===== src/rtl/logic_unit_pkg.sv =====
// Shared opcode definitions for the bitwise logic unit and its combinational core.
package logic_unit_pkg;

  localparam int LU_OP_W = 3;

  typedef enum logic [LU_OP_W-1:0] {
    LU_AND    = 3'd0,
    LU_OR     = 3'd1,
    LU_XOR    = 3'd2,
    LU_NAND   = 3'd3,
    LU_NOR    = 3'd4,
    LU_XNOR   = 3'd5,
    LU_ANDN   = 3'd6,
    LU_PASS_A = 3'd7
  } lu_op_e;

endpackage


===== src/rtl/logic_unit_if.sv =====
// Operand/result handshake bundle for logic_unit; master drives operands, slave is the unit.
interface logic_unit_if
  import logic_unit_pkg::*;
#(
  parameter int WIDTH = 16
);

  logic               in_valid;
  logic               in_ready;
  logic [WIDTH-1:0]   in_a;
  logic [WIDTH-1:0]   in_b;
  logic [LU_OP_W-1:0] in_op;
  logic               in_acc_src;
  logic               in_acc_wr;
  logic               acc_clr;
  logic               out_valid;
  logic               out_ready;
  logic [WIDTH-1:0]   out_res;
  logic               out_zero;
  logic               out_ones;
  logic               out_par;
  logic [WIDTH-1:0]   acc_q;

  modport master (
    output in_valid, in_a, in_b, in_op, in_acc_src, in_acc_wr, acc_clr, out_ready,
    input  in_ready, out_valid, out_res, out_zero, out_ones, out_par, acc_q
  );

  modport slave (
    input  in_valid, in_a, in_b, in_op, in_acc_src, in_acc_wr, acc_clr, out_ready,
    output in_ready, out_valid, out_res, out_zero, out_ones, out_par, acc_q
  );

endinterface


===== src/rtl/logic_unit_core.sv =====
// Combinational f(op, A, B); zero/ones/parity reduction exists only with LOGIC_UNIT_FLAGS_EN.
// Zero latency, no handshake of its own.
module logic_unit_core
  import logic_unit_pkg::*;
#(
  parameter int WIDTH = 16
) (
  input  logic [LU_OP_W-1:0] op_i,
  input  logic [WIDTH-1:0]   a_i,
  input  logic [WIDTH-1:0]   b_i,
`ifdef LOGIC_UNIT_FLAGS_EN
  output logic               zero_o,
  output logic               ones_o,
  output logic               par_o,
`endif
  output logic [WIDTH-1:0]   res_o
);

  always_comb begin
    res_o = '0;
    case (lu_op_e'(op_i))
      LU_AND:    res_o = a_i & b_i;
      LU_OR:     res_o = a_i | b_i;
      LU_XOR:    res_o = a_i ^ b_i;
      LU_NAND:   res_o = ~(a_i & b_i);
      LU_NOR:    res_o = ~(a_i | b_i);
      LU_XNOR:   res_o = ~(a_i ^ b_i);
      LU_ANDN:   res_o = a_i & ~b_i;
      LU_PASS_A: res_o = a_i;
      default:   res_o = '0;
    endcase
  end

`ifdef LOGIC_UNIT_FLAGS_EN
  assign zero_o = ~|res_o;
  assign ones_o = &res_o;
  assign par_o  = ^res_o;
`endif

endmodule


===== src/rtl/logic_unit.sv =====
// Registered bitwise logic unit with accumulator; 1-cycle latency, full throughput, stalls
// via in_ready = ~out_valid | out_ready. Flag registers present only with LOGIC_UNIT_FLAGS_EN.
module logic_unit
  import logic_unit_pkg::*;
#(
  parameter int WIDTH = 16
) (
  input  logic         clk,
  input  logic         rst_n,
  logic_unit_if.slave  bus
);

  logic             vld_q, vld_d;
  logic [WIDTH-1:0] res_q, res_d;
  logic [WIDTH-1:0] acc_q, acc_d;
  logic [WIDTH-1:0] b_eff;
  logic [WIDTH-1:0] core_res;
  logic             in_rdy;
  logic             accept;

  assign in_rdy = ~vld_q | bus.out_ready;
  assign accept = bus.in_valid & in_rdy;
  // Pre-update accumulator feeds B, so a same-cycle clear or write is not visible here.
  assign b_eff  = bus.in_acc_src ? acc_q : bus.in_b;

`ifdef LOGIC_UNIT_FLAGS_EN
  logic core_zero, core_ones, core_par;
  logic zero_q, zero_d, ones_q, ones_d, par_q, par_d;
`endif

  logic_unit_core #(.WIDTH(WIDTH)) u_core (
    .op_i   (bus.in_op),
    .a_i    (bus.in_a),
    .b_i    (b_eff),
`ifdef LOGIC_UNIT_FLAGS_EN
    .zero_o (core_zero),
    .ones_o (core_ones),
    .par_o  (core_par),
`endif
    .res_o  (core_res)
  );

  always_comb begin
    vld_d = vld_q;
    res_d = res_q;
    acc_d = acc_q;
    if (accept) begin
      vld_d = 1'b1;
      res_d = core_res;
    end else if (bus.out_ready) begin
      vld_d = 1'b0;
    end
    if (bus.acc_clr) begin
      acc_d = '0;
    end else if (accept && bus.in_acc_wr) begin
      acc_d = core_res;
    end
  end

  always_ff @(posedge clk or negedge rst_n) begin
    if (!rst_n) begin
      vld_q <= 1'b0;
      res_q <= '0;
      acc_q <= '0;
    end else begin
      vld_q <= vld_d;
      res_q <= res_d;
      acc_q <= acc_d;
    end
  end

`ifdef LOGIC_UNIT_FLAGS_EN
  always_comb begin
    zero_d = zero_q;
    ones_d = ones_q;
    par_d  = par_q;
    if (accept) begin
      zero_d = core_zero;
      ones_d = core_ones;
      par_d  = core_par;
    end
  end

  always_ff @(posedge clk or negedge rst_n) begin
    if (!rst_n) begin
      zero_q <= 1'b1;
      ones_q <= 1'b0;
      par_q  <= 1'b0;
    end else begin
      zero_q <= zero_d;
      ones_q <= ones_d;
      par_q  <= par_d;
    end
  end

  assign bus.out_zero = zero_q;
  assign bus.out_ones = ones_q;
  assign bus.out_par  = par_q;
`else
  assign bus.out_zero = 1'b0;
  assign bus.out_ones = 1'b0;
  assign bus.out_par  = 1'b0;
`endif

  assign bus.in_ready  = in_rdy;
  assign bus.out_valid = vld_q;
  assign bus.out_res   = res_q;
  assign bus.acc_q     = acc_q;

endmodule


===== src/flat_wrapper.sv =====
// flat-port wrapper written by rule: the top's interface ports become plain ports
module logic_unit_flat import logic_unit_pkg::*;
#(
  parameter int WIDTH = 16
)
  (clk, rst_n, bus_in_valid, bus_in_a, bus_in_b, bus_in_op, bus_in_acc_src, bus_in_acc_wr, bus_acc_clr, bus_out_ready, bus_in_ready, bus_out_valid, bus_out_res, bus_out_zero, bus_out_ones, bus_out_par, bus_acc_q);
  logic_unit_if #(.WIDTH(WIDTH)) bus_i ();
  input  logic clk;
  input  logic rst_n;
  input wire logic [$bits(bus_i.in_valid)-1:0] bus_in_valid;
  input wire logic [$bits(bus_i.in_a)-1:0] bus_in_a;
  input wire logic [$bits(bus_i.in_b)-1:0] bus_in_b;
  input wire logic [$bits(bus_i.in_op)-1:0] bus_in_op;
  input wire logic [$bits(bus_i.in_acc_src)-1:0] bus_in_acc_src;
  input wire logic [$bits(bus_i.in_acc_wr)-1:0] bus_in_acc_wr;
  input wire logic [$bits(bus_i.acc_clr)-1:0] bus_acc_clr;
  input wire logic [$bits(bus_i.out_ready)-1:0] bus_out_ready;
  output wire logic [$bits(bus_i.in_ready)-1:0] bus_in_ready;
  output wire logic [$bits(bus_i.out_valid)-1:0] bus_out_valid;
  output wire logic [$bits(bus_i.out_res)-1:0] bus_out_res;
  output wire logic [$bits(bus_i.out_zero)-1:0] bus_out_zero;
  output wire logic [$bits(bus_i.out_ones)-1:0] bus_out_ones;
  output wire logic [$bits(bus_i.out_par)-1:0] bus_out_par;
  output wire logic [$bits(bus_i.acc_q)-1:0] bus_acc_q;
  assign bus_i.in_valid = bus_in_valid;
  assign bus_i.in_a = bus_in_a;
  assign bus_i.in_b = bus_in_b;
  assign bus_i.in_op = bus_in_op;
  assign bus_i.in_acc_src = bus_in_acc_src;
  assign bus_i.in_acc_wr = bus_in_acc_wr;
  assign bus_i.acc_clr = bus_acc_clr;
  assign bus_i.out_ready = bus_out_ready;
  assign bus_in_ready = bus_i.in_ready;
  assign bus_out_valid = bus_i.out_valid;
  assign bus_out_res = bus_i.out_res;
  assign bus_out_zero = bus_i.out_zero;
  assign bus_out_ones = bus_i.out_ones;
  assign bus_out_par = bus_i.out_par;
  assign bus_acc_q = bus_i.acc_q;
  logic_unit #(.WIDTH(WIDTH)) u_core (.clk(clk), .rst_n(rst_n), .bus(bus_i));
endmodule

===== config.mk =====
export PLATFORM = sky130hd
export DESIGN_NAME = logic_unit_flat
export DESIGN_NICKNAME = d
export VERILOG_FILES = /design/src/rtl/logic_unit_pkg.sv /design/src/rtl/logic_unit_if.sv /design/src/rtl/logic_unit_core.sv /design/src/rtl/logic_unit.sv /design/src/flat_wrapper.sv
export SDC_FILE = /design/constraint.sdc
export NUM_CORES = 1
export LEC_CHECK = 0
export CAP_MARGIN = 15
export CORE_MARGIN = 10
export CORE_UTILIZATION = 45
export CTS_BUF_LIST = sky130_fd_sc_hd__clkbuf_2 sky130_fd_sc_hd__clkbuf_4 sky130_fd_sc_hd__clkbuf_8
export DETAILED_ROUTE_END_ITERATION = 8
export GPL_TIMING_DRIVEN = 1
export PLACE_DENSITY = 0.73
export SYNTH_ARGS = -nofsm -noshare
export SYNTH_HDL_FRONTEND = slang
export SYNTH_SLANG_ARGS = --single-unit
export TNS_END_PERCENT = 100

===== constraint.sdc =====
create_clock -name clk -period 2.3 [get_ports clk]
set_clock_uncertainty 0.2 [all_clocks]
set_input_delay 0.46 -clock clk [delete_from_list [all_inputs] [get_ports clk]]
set_output_delay 0.46 -clock clk [all_outputs]
set_load 0.01 [all_outputs]

[Word level (Yosys, flattened, before mapping)]
Index checks and enable logic that the tools add are counted.
Operators by class
  equality and inequality tests: 7
  multiplexer cells: 6
  bitwise logic cells: 11
  reduce and logical (&&, ||, !) cells: 4
Operators with widths (number)
  $pmux W16 S8: 1
  $not A16 Y16: 4
  $mux W16: 3
  $and A16 B16 Y16: 2
  $or A16 B16 Y16: 1
  $xor A16 B16 Y16: 1
  $eq A3 B3 Y1 const B: 4
  $eq A3 B2 Y1 const B: 2
  $reduce_bool A2 Y1: 2
  $eq A3 B1 Y1 const B: 1
  $logic_not A3 Y1: 1
  $mux W1: 2
  $and A1 B1 Y1: 1
  $logic_and A1 B1 Y1: 1
  $not A1 Y1: 1
  $or A1 B1 Y1: 1
Storage, ports and cells
  register bits after elaboration: 33
  input port bits: 42

[Logic depth before layout (Yosys ltp)]
Gate-level depths: netlist of run 1.
  word-level depth: 6
  depth in mapped cells: 10
  mapped depth without buffers: 8

[By module]
Synthesis of run 1 repeated with hierarchy kept, for this count alone.
Unflattened totals
  cell total of the unflattened synthesis: 339
  area total of the unflattened synthesis: 3308.2 µm²
Modules (own cells, without submodules)
  logic_unit_core: instances 1, cells an instance 243, area an instance 1834.3 µm², seq. area each 0.0 µm²
  logic_unit: instances 1, cells an instance 96, area an instance 1473.9 µm², seq. area each 825.8 µm²

[Worst setup path after synthesis of run 1]
No wires, ideal clock.
  path type: input -> register
  start point: in bus_in_acc_src
  end point: reg u_core.res_q[14], in the netlist u_core.bus.out_res[14]
  library setup time: 65 ps
  arrival: 2425 ps
  required time: 2035 ps
  setup slack: -389 ps
  cell stages on the path: 7
  cells stage by stage: clkbuf_1 -> buf_2 -> mux2i_1 -> ha_1 -> mux4_2 -> o22ai_1 -> mux2_2
On the way
  longest elaborated chain between the ends: 4
  elaborated cells on any way between the ends: 10
RTL lines
  start: declaration: RTL line flat_wrapper.sv:14  | input wire logic [$bits(bus_i.in_acc_src)-1:0] bus_in_acc_src;
  $mux W16 *: RTL line logic_unit.sv:24  | assign b_eff = bus.in_acc_src ? acc_q : bus.in_b;
  $not A16 Y16 (tied with other cells): RTL line logic_unit_core.sv:28  | LU_ANDN: res_o = a_i & ~b_i;
  $and A16 B16 Y16 (tied with other cells): RTL line logic_unit_core.sv:28
  $pmux W16 S8 *: RTL line logic_unit_core.sv:21  | case (lu_op_e'(op_i))
  end signal: assignment: RTL line logic_unit.sv:67  | res_q <= res_d;
  end: declaration: RTL line logic_unit.sv:14  | logic [WIDTH-1:0] res_q, res_d;
Every way passes the cells marked *; elsewhere a longest branch is shown, timed or not.
A chain may end at the register's enable or synchronous reset.

[Final worst setup path of run 1]
  start point: in bus_out_ready
  end point: out bus_in_ready
On the way
  longest elaborated chain between the ends: 1
RTL lines
  start: declaration: RTL line flat_wrapper.sv:17  | input wire logic [$bits(bus_i.out_ready)-1:0] bus_out_ready;
  $or A1 B1 Y1: RTL line logic_unit.sv:21  | assign in_rdy = ~vld_q | bus.out_ready;
  end: declaration: RTL line flat_wrapper.sv:18  | output wire logic [$bits(bus_i.in_ready)-1:0] bus_in_ready;
No other way between the ends.

==> results of run 1 <==
[path summary, 6_finish.rpt]
path | slack [ns] | cells after the start | from | end
min in group clk | 0.28 | 2 | u_core.bus.out_res[3] | u_core.bus.out_res[3]
max reg2reg | 0.31 | 7 | u_core.bus.acc_q[10] | u_core.bus.acc_q[10]
min | 0.04 | 1 | rst_n | u_core.bus.acc_q[3]
min reg2reg | 0.28 | 2 | u_core.bus.out_res[3] | u_core.bus.out_res[3]
max in group asynchronous | 1.36 | 1 | rst_n | u_core.bus.acc_q[9]
max | 0.03 | 3 | bus_out_ready | bus_in_ready
[repair_timing]
action	in CTS	in global routing
endpoints found under the setup margin	32	18
buffers inserted	0	1
gates cloned	1	0
pin swaps	0	1
resized for setup	21	10
[routing by layer]
metal / vias up / GRT usage / part of all wire
met5: - / 0 / 0
met4: 0 / 0.04836 / 0.014
met3: 18 / 0.04046 / 0.064
met2: 117 / 0.3295 / 0.51
met1: 1668 / 0.2186 / 0.41
li1: 1667 / - / -
[cell type report]
cell class	count	area (µm²)	share of cell area
repair buffers	150	1401	0.2821
clock buffers	7	96.34	0.01940
clock inverters	1	5.005	0.001008
inverters	43	161.4	0.03249
multi-input cells	298	2354	0.4738
well taps	99	123.9	0.02494
flip-flops and latches	33	825.8	0.1662
[power breakdown]
part	internal, mW	total, mW	switching, mW
logic	0.497	0.938	0.440
clock network	0.271	0.511	0.240
registers	0.648	0.690	0.0426
total	1.42	2.14	0.722
[cells by family after synthesis]
group                      after synthesis
DFF                                     33
muxes                                   34
other                                    1
adders and majority gates               48
AOI/OAI and AO/OA                      113
and+or+nand+nor                        100
buffers and inverters                   73
[cell usage after synthesis (2+ instances only)]
library cell	number
o221ai_1	5
mux2_2	8
dfrtp_1	33
nand2b_1	14
o22ai_1	6
a22o_1	4
clkbuf_1	7
a221oi_1	12
a32oi_1	6
nand2_1	39
o31ai_1	8
mux2i_1	24
ha_1	48
nor2b_1	2
buf_2	13
buf_6	3
o21ai_0	32
inv_1	43
a211o_1	5
a32o_1	6
nor3b_1	3
o21ai_1	4
nor2_1	30
buf_4	6
a21oi_1	21
nand3_1	5
[critical path: cells and delay by family]
family                 cells  cell delay, ns
and+or+nand+nor            1            0.14
buffers and inverters      2            1.01
[sequential cells by signal, indices dropped and copies added, names as in the netlist]
register,count
u_core.bus.out_valid,1
u_core.bus.acc_q,16
u_core.bus.out_res,16
==> summary.md, run 1 <==
| Metric | Value |
|---|---|
| Gpl congestion | `0.7960` |
| Clock sinks | `33` |
| CP required | `1.64 ns` |
| Crit-path most repeated cell | `clkdlybuf4s50_1` |
| Post-CTS Hold Buffers | `0` |
| Worst path cell trace | `clkdlybuf4s50_1 -> nand2b_1 -> clkdlybuf4s50_1` |
| Slew Viols, Final | `0` |
| Root Driver | `clkbuf_8` |
| IO Pins | `79` |
| Nets@finish | `621` |
| Final Non-Filler Cells | `631` |
| Vias in the first global route | `3607` |
| Layout cells sized above 1 | `0.2312` |
| Syn Std Cell Area | `3356 µm²` |
| Buffers on Ports | `75` |
| Top cell type's share of synthesized area | `0.2461` |
| Via count | `3470` |
| Crit. End Element | `output port` |
| Routed len/inst | `16.98 µm` |
| WL final | `10720 µm` |
| Endpoints failing hold | `0` |
| Mux share of post-synthesis cell area | `0.1096` |
| Pwr/cell area | `430.5 nW/µm²` |
| Placed Instance Area | `4705 µm²` |
| Min Hold Slack | `0.04405 ns` |
| Synth area leaders | `dfrtp_1 25%, ha_1 18%, mux2i_1 7.2%` |
| Initial antenna violation count | `0` |
| DR iter-0 viols | `222` |
| Antenna-violating nets left | `0` |
| Htree depth | `2` |
| Commonest non-fill, non-tap cell in the layout | `clkdlybuf4s50_1` |
| Crit-path max cell delay | `0.56 ns` |
| Synth Area per Inst | `8.348 µm²` |
| Sequential share of the synthesized area | `0.2461` |
| Row count | `31` |
| Status | `completed` |
| Drt drc | `0` |
| F_max | `0.4409 GHz` |
| Overall Power | `2.138 mW` |
| VDD IR max | `0.2191 mV` |
| Fillcell total | `588` |
| Placed Cells | `621` |
| EDFF count, synth | `0` |
| Largest net degree at the start of global routing | `34` |
| Final core occ | `0.6848` |
| Max Cap Viol | `0` |
| Slew margin rel. | `0.4705` |
| Die width | `106.4 µm` |
| Slew @ Worst Pin | `0.7942 ns` |
| Setup TNS | `0 ns` |
| HPWL Detailed | `7665 µm` |
| Initial Util | `0.4627` |
| Core Area | `7253 µm²` |
| First-pass GRT wire length | `17380 µm` |
| Prevailing post-synth register cell | `dfrtp_1` |
| Via/cell ratio | `5.499` |
| CP Class | `primary input to output port` |
| Antenna diode instance count | `0` |
| Die Y | `106.4 µm` |
| Min Tclk post-route | `2.268 ns` |
| Worst-skew pair later-pin latency | `0.30 ns` |
| Data arrival, critical path | `1.61 ns` |
| First-pass DRT Iterations | `5` |
| Largest family of logic cells by synthesized area | `compound AO/OA/AOI/OAI gates` |
| Asr flop ratio synth | `1.000` |
| TritonCTS clock tree | `built` |
| CTS max path bufs | `2` |
| All-layer global routing usage | `0.1849` |
| Setup violators final | `0` |
| Compound-Gate Fraction of Synth Area | `0.2274` |
| Library cells used by synthesis | `41` |
| Ys Warns | `0` |
| Crit-path slowest cell | `clkdlybuf4s50_1` |
| Largest area contributor in the netlist | `dfrtp_1` |
| Fin area | `4967 µm²` |
| Commonest cells after routing, fill and taps aside | `71 x clkdlybuf4s50_1, 67 x buf_4, 47 x ha_1, 43 x inv_1, 39 x nand2_1` |
| Adder-Cell Fraction of Synth Area | `0.1790` |
| Syn Inst Count | `402` |
| XOR/XNOR Fraction of Synth Area | `0` |
| Seq cells post-synth | `33` |
| Hold Path Class | `primary input to async pin` |
| Final worst-path cycle share | `0.9862` |
| Clk pin slew, worst setup/hold paths | `0.07 ns` |
| TritonCTS Buffers | `5` |
| RSZ-0062 raised after global routing | `no` |
| Setup WS pre-CTS | `-0.6572 ns` |
| Critical path launch point type | `primary input` |
| Post-route setup slack | `0.03178 ns` |
| Lkg Pwr | `2.373 nW` |
| Area Growth Syn to Fin | `48.02%` |
| Die Area | `11310 µm²` |
| GR Overflow Total | `0` |
| Max FO, Critical Path | `3` |
| Simple-Gate Fraction of Synth Area | `0.1368` |
No activity file was read; power rests on OpenSTA's default activity.
==> run 2, diff against run 1 <==
Settings changed: SLEW_MARGIN set to 0.
==> results of run 2 <==
The final DEF is identical to that of run 1; final timing and power are the same.
==> run 3, diff against run 2 <==
Clock period 2.3 ns to 2.5 ns, I/O delays scaled along.
==> run 3 against run 2 <==
Effect of this change: sequential share of layout area grew 0.48 points; final cell count shrank 1.1%; count of clock-buffer cells in the layout is the same; non-clock buffer count shrank 7.
==> summary.md, run 3 (synthesized netlist as in run 1, its figures left out) <==
| Metric | Value |
|---|---|
| Status | `completed` |
| Flop-to-flop setup slack | `0.33 ns (+0.02 ns)` |
| Core Area | `7253 µm² (unchanged)` |
| Register area | `825.8 µm² (unchanged)` |
| Crit path from | `bus_in_op[0]` |
| Htree depth | `2 (unchanged)` |
| Die Area | `11310 µm² (unchanged)` |
| Die width | `106.4 µm (unchanged)` |
| Drt drc | `0 (unchanged)` |
| Worst path cell trace | `clkdlybuf4s50_1 -> buf_4 -> buf_4 -> o21ai_0 -> o221ai_1 -> a221oi_2 -> o21ai_0` |
| Via/cell ratio | `5.514 (+0.28%)` |
| Data arrival, critical path | `2.36 ns (+0.75 ns)` |
| Pwr/cell area | `414.9 nW/µm² (-3.6%)` |
| Post-CTS Hold Buffers | `0 (unchanged)` |
| Switching power share of the total | `0.3176 (-0.02025)` |
| TritonCTS clock tree | `built` |
| CP required | `2.47 ns (+0.83 ns)` |
| Crit. End Element | `register` |
| Share of total power in combinational logic | `0.409 (-0.029)` |
| R2r worst-path depth | `6 (-1)` |
| Vias in the first global route | `3524 (-2.3%)` |
| Largest net degree at the start of global routing | `34 (unchanged)` |
| CTS max path bufs | `2 (unchanged)` |
| Commonest cells after routing, fill and taps aside | `73 x clkdlybuf4s50_1, 62 x buf_4, 48 x ha_1, 43 x inv_1, 39 x nand2_1` |
| Setup violators final | `0 (unchanged)` |
| First-pass GRT wire length | `17000 µm (-2.2%)` |
| VDD IR max | `0.2845 mV (+30%)` |
| Row count | `31 (unchanged)` |
| Min Tclk post-route | `2.382 ns` |
| Switching power | `0.6362 mW (-12%)` |
| Routed len/inst | `16.57 µm (-2.4%)` |
| HPWL Detailed | `7721 µm (+0.73%)` |
| IO Pins | `79 (unchanged)` |
| DR iter-0 viols | `139 (-37%)` |
| Area Growth Syn to Fin | `43.85%` |
| Multi-input logic area | `2257 µm² (-4.1%)` |
| Final worst-path cycle share | `0.9529` |
| Fin area | `4827 µm² (-2.8%)` |
| Buffers on Ports | `75 (unchanged)` |
| Min Hold Slack | `0.2818 ns (+0.2377 ns)` |
| CP Class | `primary input to register` |
| Clock power share | `0.274 (+0.035)` |
| Max FO, Critical Path | `8 (+5)` |
| FF-to-FF Start | `u_core.bus.acc_q[5]` |
| Endpoints failing hold | `0 (unchanged)` |
| Placed Instance Area | `4634 µm² (-1.5%)` |
| Critical path depth | `7 (+4)` |
| F_max | `0.4198 GHz` |
| First-pass DRT Iterations | `5 (unchanged)` |
| Commonest non-fill, non-tap cell in the layout | `clkdlybuf4s50_1` |
| Hold-critical path depth | `2` |
| Lkg Pwr | `2.346 nW (-1.2%)` |
| GR Overflow Total | `0 (unchanged)` |
| CP Capture Point | `u_core.bus.acc_q[5]` |
| WL final | `10340 µm (-3.5%)` |
| Initial antenna violation count | `0 (unchanged)` |
| Gpl congestion | `0.8477 (+6.5%)` |
| Crit-path max cell delay | `0.55 ns (about the same)` |
| Worst-skew pair later-pin latency | `0.30 ns (about the same)` |
| Slew Viols, Final | `0 (unchanged)` |
| Via count | `3441 (-0.84%)` |
| Initial Util | `0.4627 (unchanged)` |
| RR Endpoint | `u_core.bus.acc_q[5]` |
| Critical path launch point type | `primary input` |
| CP bufs+invs | `3 (+1)` |
| Fillcell total | `583 (-0.85%)` |
| Die Y | `106.4 µm (unchanged)` |
| RSZ-0062 raised after global routing | `no` |
| Antenna-violating nets left | `0 (unchanged)` |
| Hold Path Class | `register to register` |
| Antenna diode instance count | `0 (unchanged)` |
| TritonCTS Buffers | `5 (unchanged)` |
| Clock sinks | `33 (unchanged)` |
| Register share of total power | `0.317 (-0.006)` |
| Max Cap Viol | `0 (unchanged)` |
| Layout cells sized above 1 | `0.1905 (-0.04073)` |
| Nets@finish | `614 (-1.1%)` |
| Crit-path leading delay family | `buffers and inverters` |
| Crit-path slowest cell | `clkdlybuf4s50_1` |
| Clk pin slew, worst setup/hold paths | `0.07 ns (about the same)` |
| Root Driver | `clkbuf_8` |
| Internal cell power | `1.367 mW (-3.5%)` |
| All-layer global routing usage | `0.1807 (-0.004213)` |
## run 3: cell count changes in the layout (fill, tap and decap cells not counted), sizes merged
cell	before	now
clkinv	1	0
bufinv	0	1
clkbuf	7	8
buf	79	68
bufbuf	0	1
clkdlybuf4s50	71	73
## run 3: what timing repair did
action                     in CTS  in global routing
gates cloned                    1                  0
pin swaps                       0                  1
resized for setup               8                  3
buffers inserted                0                  0
setup endpoints to repair      25                 20
## run 3: cell type report
cell class                 count  area share
inverter                      43     0.03344
clock inverter                 1    0.006221
sequential                    33      0.1711
clock buffer                   7     0.01866
tap                           99     0.02566
timing repair buffer         143      0.2773
multi-input combinational    298      0.4676
## run 3: how the worst min path moves through the flow
stage / end / start
2_1_floorplan: u_core.bus.acc_q[0] / rst_n
3_3_place_gp: u_core.bus.out_res[3] / u_core.bus.out_res[3]
3_5_place_dp: u_core.bus.out_res[5] / u_core.bus.out_res[5]
4_1_cts: u_core.bus.out_res[5] / u_core.bus.out_res[5]
5_1_grt: u_core.bus.out_res[5] / u_core.bus.out_res[5]
6_report: u_core.bus.out_res[1] / u_core.bus.out_res[1]
## run 3: power by group through the flow
stage | clock network [mW] | registers (mW) | logic [mW]
after floorplan | 0 | 0.670 | 0.372
after global placement | 0 | 0.642 | 0.774
after detailed placement | 0 | 0.645 | 0.796
after CTS | 0.556 | 0.636 | 0.818
after global routing | 0.571 | 0.644 | 0.902
final | 0.548 | 0.635 | 0.820
## run 3: metal layers
metal  routed length, µm  vias up  share of wire  track usage
met1                4366     1630           0.42       0.2190
met2                5097      143           0.49       0.3065
met3                 695       20          0.067      0.04771
li1                    -     1648              -            -
met4                 178        0          0.017      0.05319
met5                   0        -              0            0
## run 3: worst min-delay path, delay by kind of cell, from the launching register on
kind	cells	cell delay, ns
compound gates	1	0.05
flops	1	0.35
simple gates	1	0.05
## run 3: stage by stage
stage	std cells	power, mW	setup TNS (ns)	util	worst slack, ns
2_1_floorplan	404	1.042	0	-	0.009943
3_3_place_gp	615	1.416	-8.580	0.6390	-0.3912
3_5_place_dp	615	1.441	-11.36	0.6390	-0.4526
4_1_cts	624	2.009	0	0.6652	0.007290
5_1_grt	624	2.117	0	0.6655	0.03602
6_report	624	2.003	0	0.6655	0.1178
